--- src/rtl/bright_pkg.sv ---
// bright_pkg: shared types and constants for the brightness frame sequencer.
//   state_t     - frame sequencer states
//   PIX_W       - pixel index width for the default 640x480 frame
//   OFS_W       - signed per-channel offset width
//   PIX_BITS    - packed {R,G,B} pixel width
//   ent_t       - output FIFO entry {sof, eof, pixel}
//   ramp_toward - moves an offset toward a target by at most a given step
package bright_pkg;

   typedef enum logic [1:0] {
      IDLE  = 2'd0,
      LOAD  = 2'd1,
      RUN   = 2'd2,
      DRAIN = 2'd3
   } state_t;

   localparam int H_ACTIVE_DEF = 640;
   localparam int V_ACTIVE_DEF = 480;
   localparam int PIX_W        = $clog2(H_ACTIVE_DEF * V_ACTIVE_DEF);
   localparam int OFS_W        = 9;
   localparam int PIX_BITS     = 24;
   localparam int ENT_W        = PIX_BITS + 2;

   typedef struct packed {
      logic                sof;
      logic                eof;
      logic [PIX_BITS-1:0] pixel;
   } ent_t;

   // Step cur toward tgt, landing exactly on tgt once the gap fits in one step.
   function automatic logic signed [OFS_W-1:0] ramp_toward(
      input logic signed [OFS_W-1:0] cur,
      input logic signed [OFS_W-1:0] tgt,
      input int                      step
   );
      int diff_v;
      int nxt_v;
      diff_v = int'(tgt) - int'(cur);
      if (diff_v > step) begin
         nxt_v = int'(cur) + step;
      end else if (diff_v < -step) begin
         nxt_v = int'(cur) - step;
      end else begin
         nxt_v = int'(tgt);
      end
      return nxt_v[OFS_W-1:0];
   endfunction

endpackage

--- src/rtl/bright_out_fifo.sv ---
// bright_out_fifo: 2-entry synchronous FIFO holding datapath results.
// slot0 is always the head, so the head outputs come straight from a register.
//   clk, rst (async active-low), flush (drop all entries),
//   push/din (write), pop (remove head), head (oldest entry), occ (0..2)
module bright_out_fifo
   import bright_pkg::*;
(
   input  logic             clk,
   input  logic             rst,
   input  logic             flush,
   input  logic             push,
   input  logic             pop,
   input  logic [ENT_W-1:0] din,
   output logic [ENT_W-1:0] head,
   output logic [1:0]       occ
);

   logic [ENT_W-1:0] slot0_r;
   logic [ENT_W-1:0] slot1_r;
   logic [1:0]       occ_r;
   logic             do_pop_s;

   assign do_pop_s = pop && (occ_r != 2'd0);
   assign head     = slot0_r;
   assign occ      = occ_r;

   // Storage and occupancy; a pop shifts slot1 down into the head slot.
   always_ff @(posedge clk or negedge rst) begin
      if (!rst) begin
         slot0_r <= {ENT_W{1'b0}};
         slot1_r <= {ENT_W{1'b0}};
         occ_r   <= 2'd0;
      end else if (flush) begin
         occ_r <= 2'd0;
      end else begin
         case ({push, do_pop_s})
            2'b10: begin
               if (occ_r == 2'd0) begin
                  slot0_r <= din;
                  occ_r   <= 2'd1;
               end else if (occ_r == 2'd1) begin
                  slot1_r <= din;
                  occ_r   <= 2'd2;
               end else begin
                  occ_r <= occ_r;
               end
            end
            2'b01: begin
               slot0_r <= slot1_r;
               occ_r   <= occ_r - 2'd1;
            end
            2'b11: begin
               if (occ_r == 2'd1) begin
                  slot0_r <= din;
               end else begin
                  slot0_r <= slot1_r;
                  slot1_r <= din;
               end
            end
            default: begin
               occ_r <= occ_r;
            end
         endcase
      end
   end

endmodule

--- src/rtl/bright_frame_ctrl.sv ---
// bright_frame_ctrl: frame sequencer for the external 1-cycle RGB brightness datapath.
//   start/abort     - frame control pulses (abort has priority)
//   cfg_we, cfg_*   - shadow offset writes, committed to dp_r/g/b in LOAD
//   s_valid/s_ready/s_pixel - input pixel stream
//   dp_pixel, dp_r/g/b, dp_bright - datapath interface (result one cycle after accept)
//   m_valid/m_ready/m_pixel/m_sof/m_eof - output stream from a 2-entry FIFO
//   busy, done, frame_cnt - status
// Build option: BRIGHT_CTRL_RAMP_EN makes LOAD move each offset toward its
// shadow by at most RAMP_STEP instead of copying it.
module bright_frame_ctrl
   import bright_pkg::*;
#(
   parameter int H_ACTIVE  = 640,
   parameter int V_ACTIVE  = 480,
   parameter int RAMP_STEP = 4
) (
   input  logic                    clk,
   input  logic                    rst,
   input  logic                    start,
   input  logic                    abort,
   input  logic                    cfg_we,
   input  logic signed [OFS_W-1:0] cfg_r,
   input  logic signed [OFS_W-1:0] cfg_g,
   input  logic signed [OFS_W-1:0] cfg_b,
   input  logic                    s_valid,
   output logic                    s_ready,
   input  logic [PIX_BITS-1:0]     s_pixel,
   output logic [PIX_BITS-1:0]     dp_pixel,
   output logic signed [OFS_W-1:0] dp_r,
   output logic signed [OFS_W-1:0] dp_g,
   output logic signed [OFS_W-1:0] dp_b,
   input  logic [PIX_BITS-1:0]     dp_bright,
   output logic                    m_valid,
   input  logic                    m_ready,
   output logic [PIX_BITS-1:0]     m_pixel,
   output logic                    m_sof,
   output logic                    m_eof,
   output logic                    busy,
   output logic                    done,
   output logic [15:0]             frame_cnt
);

   localparam int FRAME_W = $clog2(H_ACTIVE * V_ACTIVE);
   localparam int CNT_W   = ((FRAME_W > PIX_W) ? FRAME_W : PIX_W) + 1;
   localparam logic [CNT_W-1:0] LAST_IDX = CNT_W'(H_ACTIVE * V_ACTIVE - 1);

   state_t                  state_r, state_nxt_s;
   logic [CNT_W-1:0]        in_cnt_r;
   logic                    inflight_r, infl_sof_r, infl_eof_r;
   logic signed [OFS_W-1:0] shd_red_r, shd_grn_r, shd_blu_r;
   logic signed [OFS_W-1:0] act_red_r, act_grn_r, act_blu_r;
   logic [15:0]             frame_cnt_r;
   logic [1:0]              occ_s;
   ent_t                    head_s;
   logic                    accept_s, pop_s, eof_pop_s, push_s;
   logic [2:0]              level_s;

`ifndef BRIGHT_CTRL_RAMP_EN
   logic unused_ramp_s;
   assign unused_ramp_s = (RAMP_STEP != 0);
`endif

   assign m_valid   = (occ_s != 2'd0);
   assign m_pixel   = head_s.pixel;
   assign m_sof     = m_valid && head_s.sof;
   assign m_eof     = m_valid && head_s.eof;
   assign pop_s     = m_valid && m_ready;
   assign eof_pop_s = pop_s && head_s.eof;

   // Entries already owed to the FIFO after this cycle's pop; one free slot is needed to accept.
   assign level_s   = {1'b0, occ_s} + {2'b00, inflight_r} - {2'b00, pop_s};
   assign s_ready   = (state_r == RUN) && (level_s <= 3'd1);
   assign accept_s  = s_valid && s_ready;
   assign push_s    = inflight_r && !abort;

   assign dp_pixel  = s_pixel;
   assign dp_r      = act_red_r;
   assign dp_g      = act_grn_r;
   assign dp_b      = act_blu_r;
   assign busy      = (state_r != IDLE);
   assign done      = (state_r == DRAIN) && eof_pop_s && !abort;
   assign frame_cnt = frame_cnt_r;

   bright_out_fifo u_fifo (
      .clk   (clk),
      .rst   (rst),
      .flush (abort),
      .push  (push_s),
      .pop   (pop_s),
      .din   ({infl_sof_r, infl_eof_r, dp_bright}),
      .head  (head_s),
      .occ   (occ_s)
   );

   // Next-state logic; abort overrides every other transition.
   always_comb begin
      state_nxt_s = state_r;
      if (abort) begin
         state_nxt_s = IDLE;
      end else begin
         case (state_r)
            IDLE:    state_nxt_s = start ? LOAD : IDLE;
            LOAD:    state_nxt_s = RUN;
            RUN:     state_nxt_s = (accept_s && (in_cnt_r == LAST_IDX)) ? DRAIN : RUN;
            DRAIN:   state_nxt_s = eof_pop_s ? IDLE : DRAIN;
            default: state_nxt_s = IDLE;
         endcase
      end
   end

   // State register.
   always_ff @(posedge clk or negedge rst) begin
      if (!rst) begin
         state_r <= IDLE;
      end else begin
         state_r <= state_nxt_s;
      end
   end

   // Input pixel index and the in-flight tag that follows an accept by one cycle.
   always_ff @(posedge clk or negedge rst) begin
      if (!rst) begin
         in_cnt_r   <= {CNT_W{1'b0}};
         inflight_r <= 1'b0;
         infl_sof_r <= 1'b0;
         infl_eof_r <= 1'b0;
      end else begin
         inflight_r <= accept_s && !abort;
         if (state_r == LOAD) begin
            in_cnt_r <= {CNT_W{1'b0}};
         end else if (accept_s) begin
            in_cnt_r <= in_cnt_r + CNT_W'(1);
         end
         if (accept_s) begin
            infl_sof_r <= (in_cnt_r == {CNT_W{1'b0}});
            infl_eof_r <= (in_cnt_r == LAST_IDX);
         end
      end
   end

   // Shadow offsets take writes any time; active offsets change only in LOAD,
   // so a write in the LOAD cycle lands in the shadow after the commit.
   always_ff @(posedge clk or negedge rst) begin
      if (!rst) begin
         shd_red_r <= 9'sd0;
         shd_grn_r <= 9'sd0;
         shd_blu_r <= 9'sd0;
         act_red_r <= 9'sd0;
         act_grn_r <= 9'sd0;
         act_blu_r <= 9'sd0;
      end else begin
         if (cfg_we) begin
            shd_red_r <= cfg_r;
            shd_grn_r <= cfg_g;
            shd_blu_r <= cfg_b;
         end
         if ((state_r == LOAD) && !abort) begin
`ifdef BRIGHT_CTRL_RAMP_EN
            act_red_r <= ramp_toward(act_red_r, shd_red_r, RAMP_STEP);
            act_grn_r <= ramp_toward(act_grn_r, shd_grn_r, RAMP_STEP);
            act_blu_r <= ramp_toward(act_blu_r, shd_blu_r, RAMP_STEP);
`else
            act_red_r <= shd_red_r;
            act_grn_r <= shd_grn_r;
            act_blu_r <= shd_blu_r;
`endif
         end
      end
   end

   // Completed-frame counter, stepped on the edge that pops the last pixel.
   always_ff @(posedge clk or negedge rst) begin
      if (!rst) begin
         frame_cnt_r <= 16'd0;
      end else if (done) begin
         frame_cnt_r <= frame_cnt_r + 16'd1;
      end
   end

endmodule
--- config.mk ---
export PLATFORM = sky130hd
export DESIGN_NAME = bright_frame_ctrl
export DESIGN_NICKNAME = d
export VERILOG_FILES = /design/src/rtl/bright_pkg.sv /design/src/rtl/bright_out_fifo.sv /design/src/rtl/bright_frame_ctrl.sv
export SDC_FILE = /design/constraint.sdc
export NUM_CORES = 1
export LEC_CHECK = 0
export ABC_CLOCK_PERIOD_IN_PS = 5000
export BUFFER_PORTS_ARGS = -buffer_cell sky130_fd_sc_hd__buf_2
export CAP_MARGIN = 20
export CORE_MARGIN = 5
export CORE_UTILIZATION = 57
export CTS_CLUSTER_DIAMETER = 120
export DETAILED_ROUTE_END_ITERATION = 10
export GPL_TIMING_DRIVEN = 0
export PLACE_DENSITY = 0.91
export SYNTH_ARGS = -nofsm -noshare
export SYNTH_HDL_FRONTEND = slang
export SYNTH_HIERARCHICAL = 1
export SYNTH_SLANG_ARGS = --single-unit
export TNS_END_PERCENT = 100
--- constraint.sdc ---
create_clock -name clk -period 5 [get_ports clk]
set_input_delay 0.75 -clock clk [delete_from_list [all_inputs] [get_ports clk]]
set_output_delay 0.75 -clock clk [all_outputs]
set_load 0.05 [all_outputs]
==> flow_summary.yaml <==
flow_run:
  cap_viol_max_count: 0
sta:
  hold_viol: 0
  setup_viol: 0
  fmax_ghz: 0.293
  fin_crit_sh_pct: 68.2
  max_slew.worst_pin.slew_ns: 0.580
  rsz0062_at_grt: "no"
  min_period_ns: 3.41
  finalMaxSlewViolations: 0
  relSlewSlack_pct: 61.1
  setup_tns_ns: 0
  clock_skew_ns: 0.0100
clock_tree:
  clockRootBuffer: "clkbuf_16"
  h-tree-depth: 4
  clock_path_buffers: 2
  cts_resized: 0
  ctsHoldBuffers: 0
  cts_buffers: 17
  path_clk_slew_ns: 0.06
  cts_tree: "built"
  cts.sinks: 149
  post-cts-setup-buffer-count: 0
  clk_latency_ns: 0.42
logic_synthesis:
  yosys_warnings: 6
  ys_types: 57
  syn-cell-area_mm2: 0.00696
  ys.flop_type: "dfrtp_1"
  synth.net_count: 655
  synth.top_cell.area_share_pct: 53.5
  synth-edff-count: 0
  synth_top_area_cell: "dfrtp_1"
  synth_area_leaders: "dfrtp_1 54%, mux2_2 9.2%, mux2_4 4.3%"
  ys_seq_elements: 149
  async_flop_share_pct: 100
  syn_avg_cell_area_um2: 12.3
  synthCells: 565
  seq_area_frac_synth_pct: 53.5
floorplanning:
  ios: 179
  dieArea_mm2: 0.0145
  fp-row-count: 40
  die_width_um: 121
  coreArea_mm2: 0.0120
  initial_core_util_pct: 58.0
  dieHeight_um: 121
drt:
  vias: 5081
  drcViolationCount: 0
  vias_per_cell: 5.66
  wirelength_um: 16200
  routedWlPerCell_um: 18.1
  first_pass_iters: 5
  drt_iter0_drc: 498
  ant_nets: 0
placement:
  hpwl_um: 12000
  gp_congestion: 0.920
  place_inst: 866
  place.port_buffers: 153
worst_setup_path:
  path_buf_inv: 3
  path_cells: "buf_2 -> nand2_1 -> mux2i_1 -> ha_1 -> inv_1 -> fa_1 -> xor2_1 -> nor3_1 -> buf_2"
  worst-r2r-cell-count: 10
  crit_type: "reg -> out"
  crit_slowest_cell: "dfrtp_1"
  cp_top_family: "adder cells"
  worst_setup_path_end_kind: "primary output"
  reg2reg_from: "u_fifo/occ[1]"
  start_kind: "flip-flop"
  rrSetupSlack_ns: 1.99
  required_ns: 4.25
  critical-path-max-stage-delay_ns: 0.44
  worstPathArrival_ns: 2.66
  crit_top_cell: "buf_2"
  r2r-end: "state_r[0]"
  path_max_fanout: 6
grt:
  grtUsageTotal_pct: 22.8
  grt_pass1_wl_um: 26300
  grt_pass1_vias: 5456
  grt_overflow: 0
  grt_max_degree: 95
  grt_antenna_before_repair: 0
power:
  ir_drop_mv: 0.348
  pwr_density_cell_mw_per_mm2: 493
  pwr-share-seq_pct: 37.4
  leakagePower_uw: 0.00438
  internal_power_uw: 2540
  p_sw_uw: 1670
  p_sw_share_pct: 39.6
  clockPowerShare_pct: 30.6
  p_comb_share_pct: 32.0
cells_and_area:
  final_cell_count_no_fill: 898
  antenna_cells: 0
  syn2layout_area_growth_pct: 22.8
  num-nets-final: 828
  layout-drive-gt1-share_pct: 42.5
outcome:
  status: "finished, final reports clean"
min_path:
  min_path_type: "in -> async"
-- state kept, by name, indices dropped and copies added, names as in the netlist --
signal,count
in_cnt_r,20
infl_eof_r,1
dp_r,9
u_fifo/occ,2
shd_blu_r,9
u_fifo/head,26
dp_g,9
u_fifo/slot1_r,26
frame_cnt,16
shd_grn_r,9
dp_b,9
inflight_r,1
shd_red_r,9
infl_sof_r,1
state_r,2
-- routing by layer --
layer | share of wire (%) | track usage [%] | vias to the layer above | wire, um
met5 | 0 | 0 | - | 0
met4 | 1.4 | 8.22 | 0 | 232
met3 | 6.5 | 5.99 | 19 | 1060
met2 | 52 | 40.0 | 204 | 8480
met1 | 40 | 26.9 | 2535 | 6470
li1 | - | - | 2323 | -
-- power by group through the flow --
stage               Clock, uW  Sequential [uW]  Combinational, uW
floorplan                   0             2230                343
global placement            0             1570               1320
detailed placement          0             1590               1360
CTS                      1310             1570               1360
global route             1370             1600               1420
finish                   1290             1580               1350
-- worst max-delay path by stage --
stage               slack, ns           end  cells after the start           from
floorplan                1.41       s_ready                      7        m_ready
global placement         1.25  shd_blu_r[0]                      1            rst
detailed placement       1.83    state_r[0]                     10        m_ready
CTS                      1.59       s_ready                      9  u_fifo/occ[1]
global route             1.44       s_ready                      9  u_fifo/occ[1]
finish                   1.59       s_ready                      9  u_fifo/occ[1]
-- final cells by class --
type / count / area (um^2)
Timing Repair Buffer: 154 / 800
Clock buffer: 18 / 439
Buffer: 49 / 330
Inverter: 11 / 41.3
Clock inverter: 14 / 165
Tap cell: 147 / 184
Multi-Input combinational cell: 356 / 2860
Fill cell: 823 / 3460
Sequential cell: 149 / 3730
-- cells in the final DEF, fill, tap and decap left out, drive strengths merged, types with 13 or more instances in the layout --
cell,count
buf,196
nand2,21
dfrtp,149
clkbuf,25
a21oi,39
mux2i,28
inv,17
nor2,48
mux2,81
xnor2,16
nand3,13
-- Yosys cell counts (all sizes together) (9+ instances only) --
cell / number
dfrtp: 149
mux2: 81
nor2: 48
buf: 42
a21oi: 39
mux2i: 28
nand2: 21
xnor2: 16
nand3: 13
nand4: 12
inv: 11
nor2b: 9
-- through the flow --
stage / total power (uW) / cell area (um^2) / setup WS (ns) / hold WS, ns / util, %
2_1_floorplan: 2570 / 6960 / 1.41 / 0.454 / -
3_3_place_gp: 2890 / 7910 / 1.25 / 0.459 / 65.9
3_5_place_dp: 2950 / 7950 / 1.83 / 0.480 / 66.2
4_1_cts: 4240 / 8550 / 1.59 / 0.291 / 71.2
5_1_grt: 4390 / 8550 / 1.44 / 0.312 / 71.2
6_report: 4210 / 8550 / 1.59 / 0.279 / 71.2
-- worst reg2reg max path: stages (launching register included) --
cell and delay [ns]:
dfrtp_1 0.44, buf_2 0.22, nand2_1 0.09, mux2i_1 0.14, ha_1 0.17, inv_1 0.05, fa_1 0.53, and4b_2 0.32
nand2_1 0.16, or4_4 0.55, a211oi_2 0.25
-- logic make-up (layout without fill, tap and decap cells) --
kind of cell | after synthesis | count (layout) | share of synthesized area (%)
xor+xnor | 23 | 23 | 3.00
simple gates | 150 | 150 | 12.4
flops | 149 | 149 | 53.5
fa+ha+maj | 8 | 8 | 1.55
buf+inv | 60 | 246 | 5.34
compound gates | 66 | 66 | 6.00
mux | 109 | 109 | 18.2
Power figures use the tool's default switching activity.
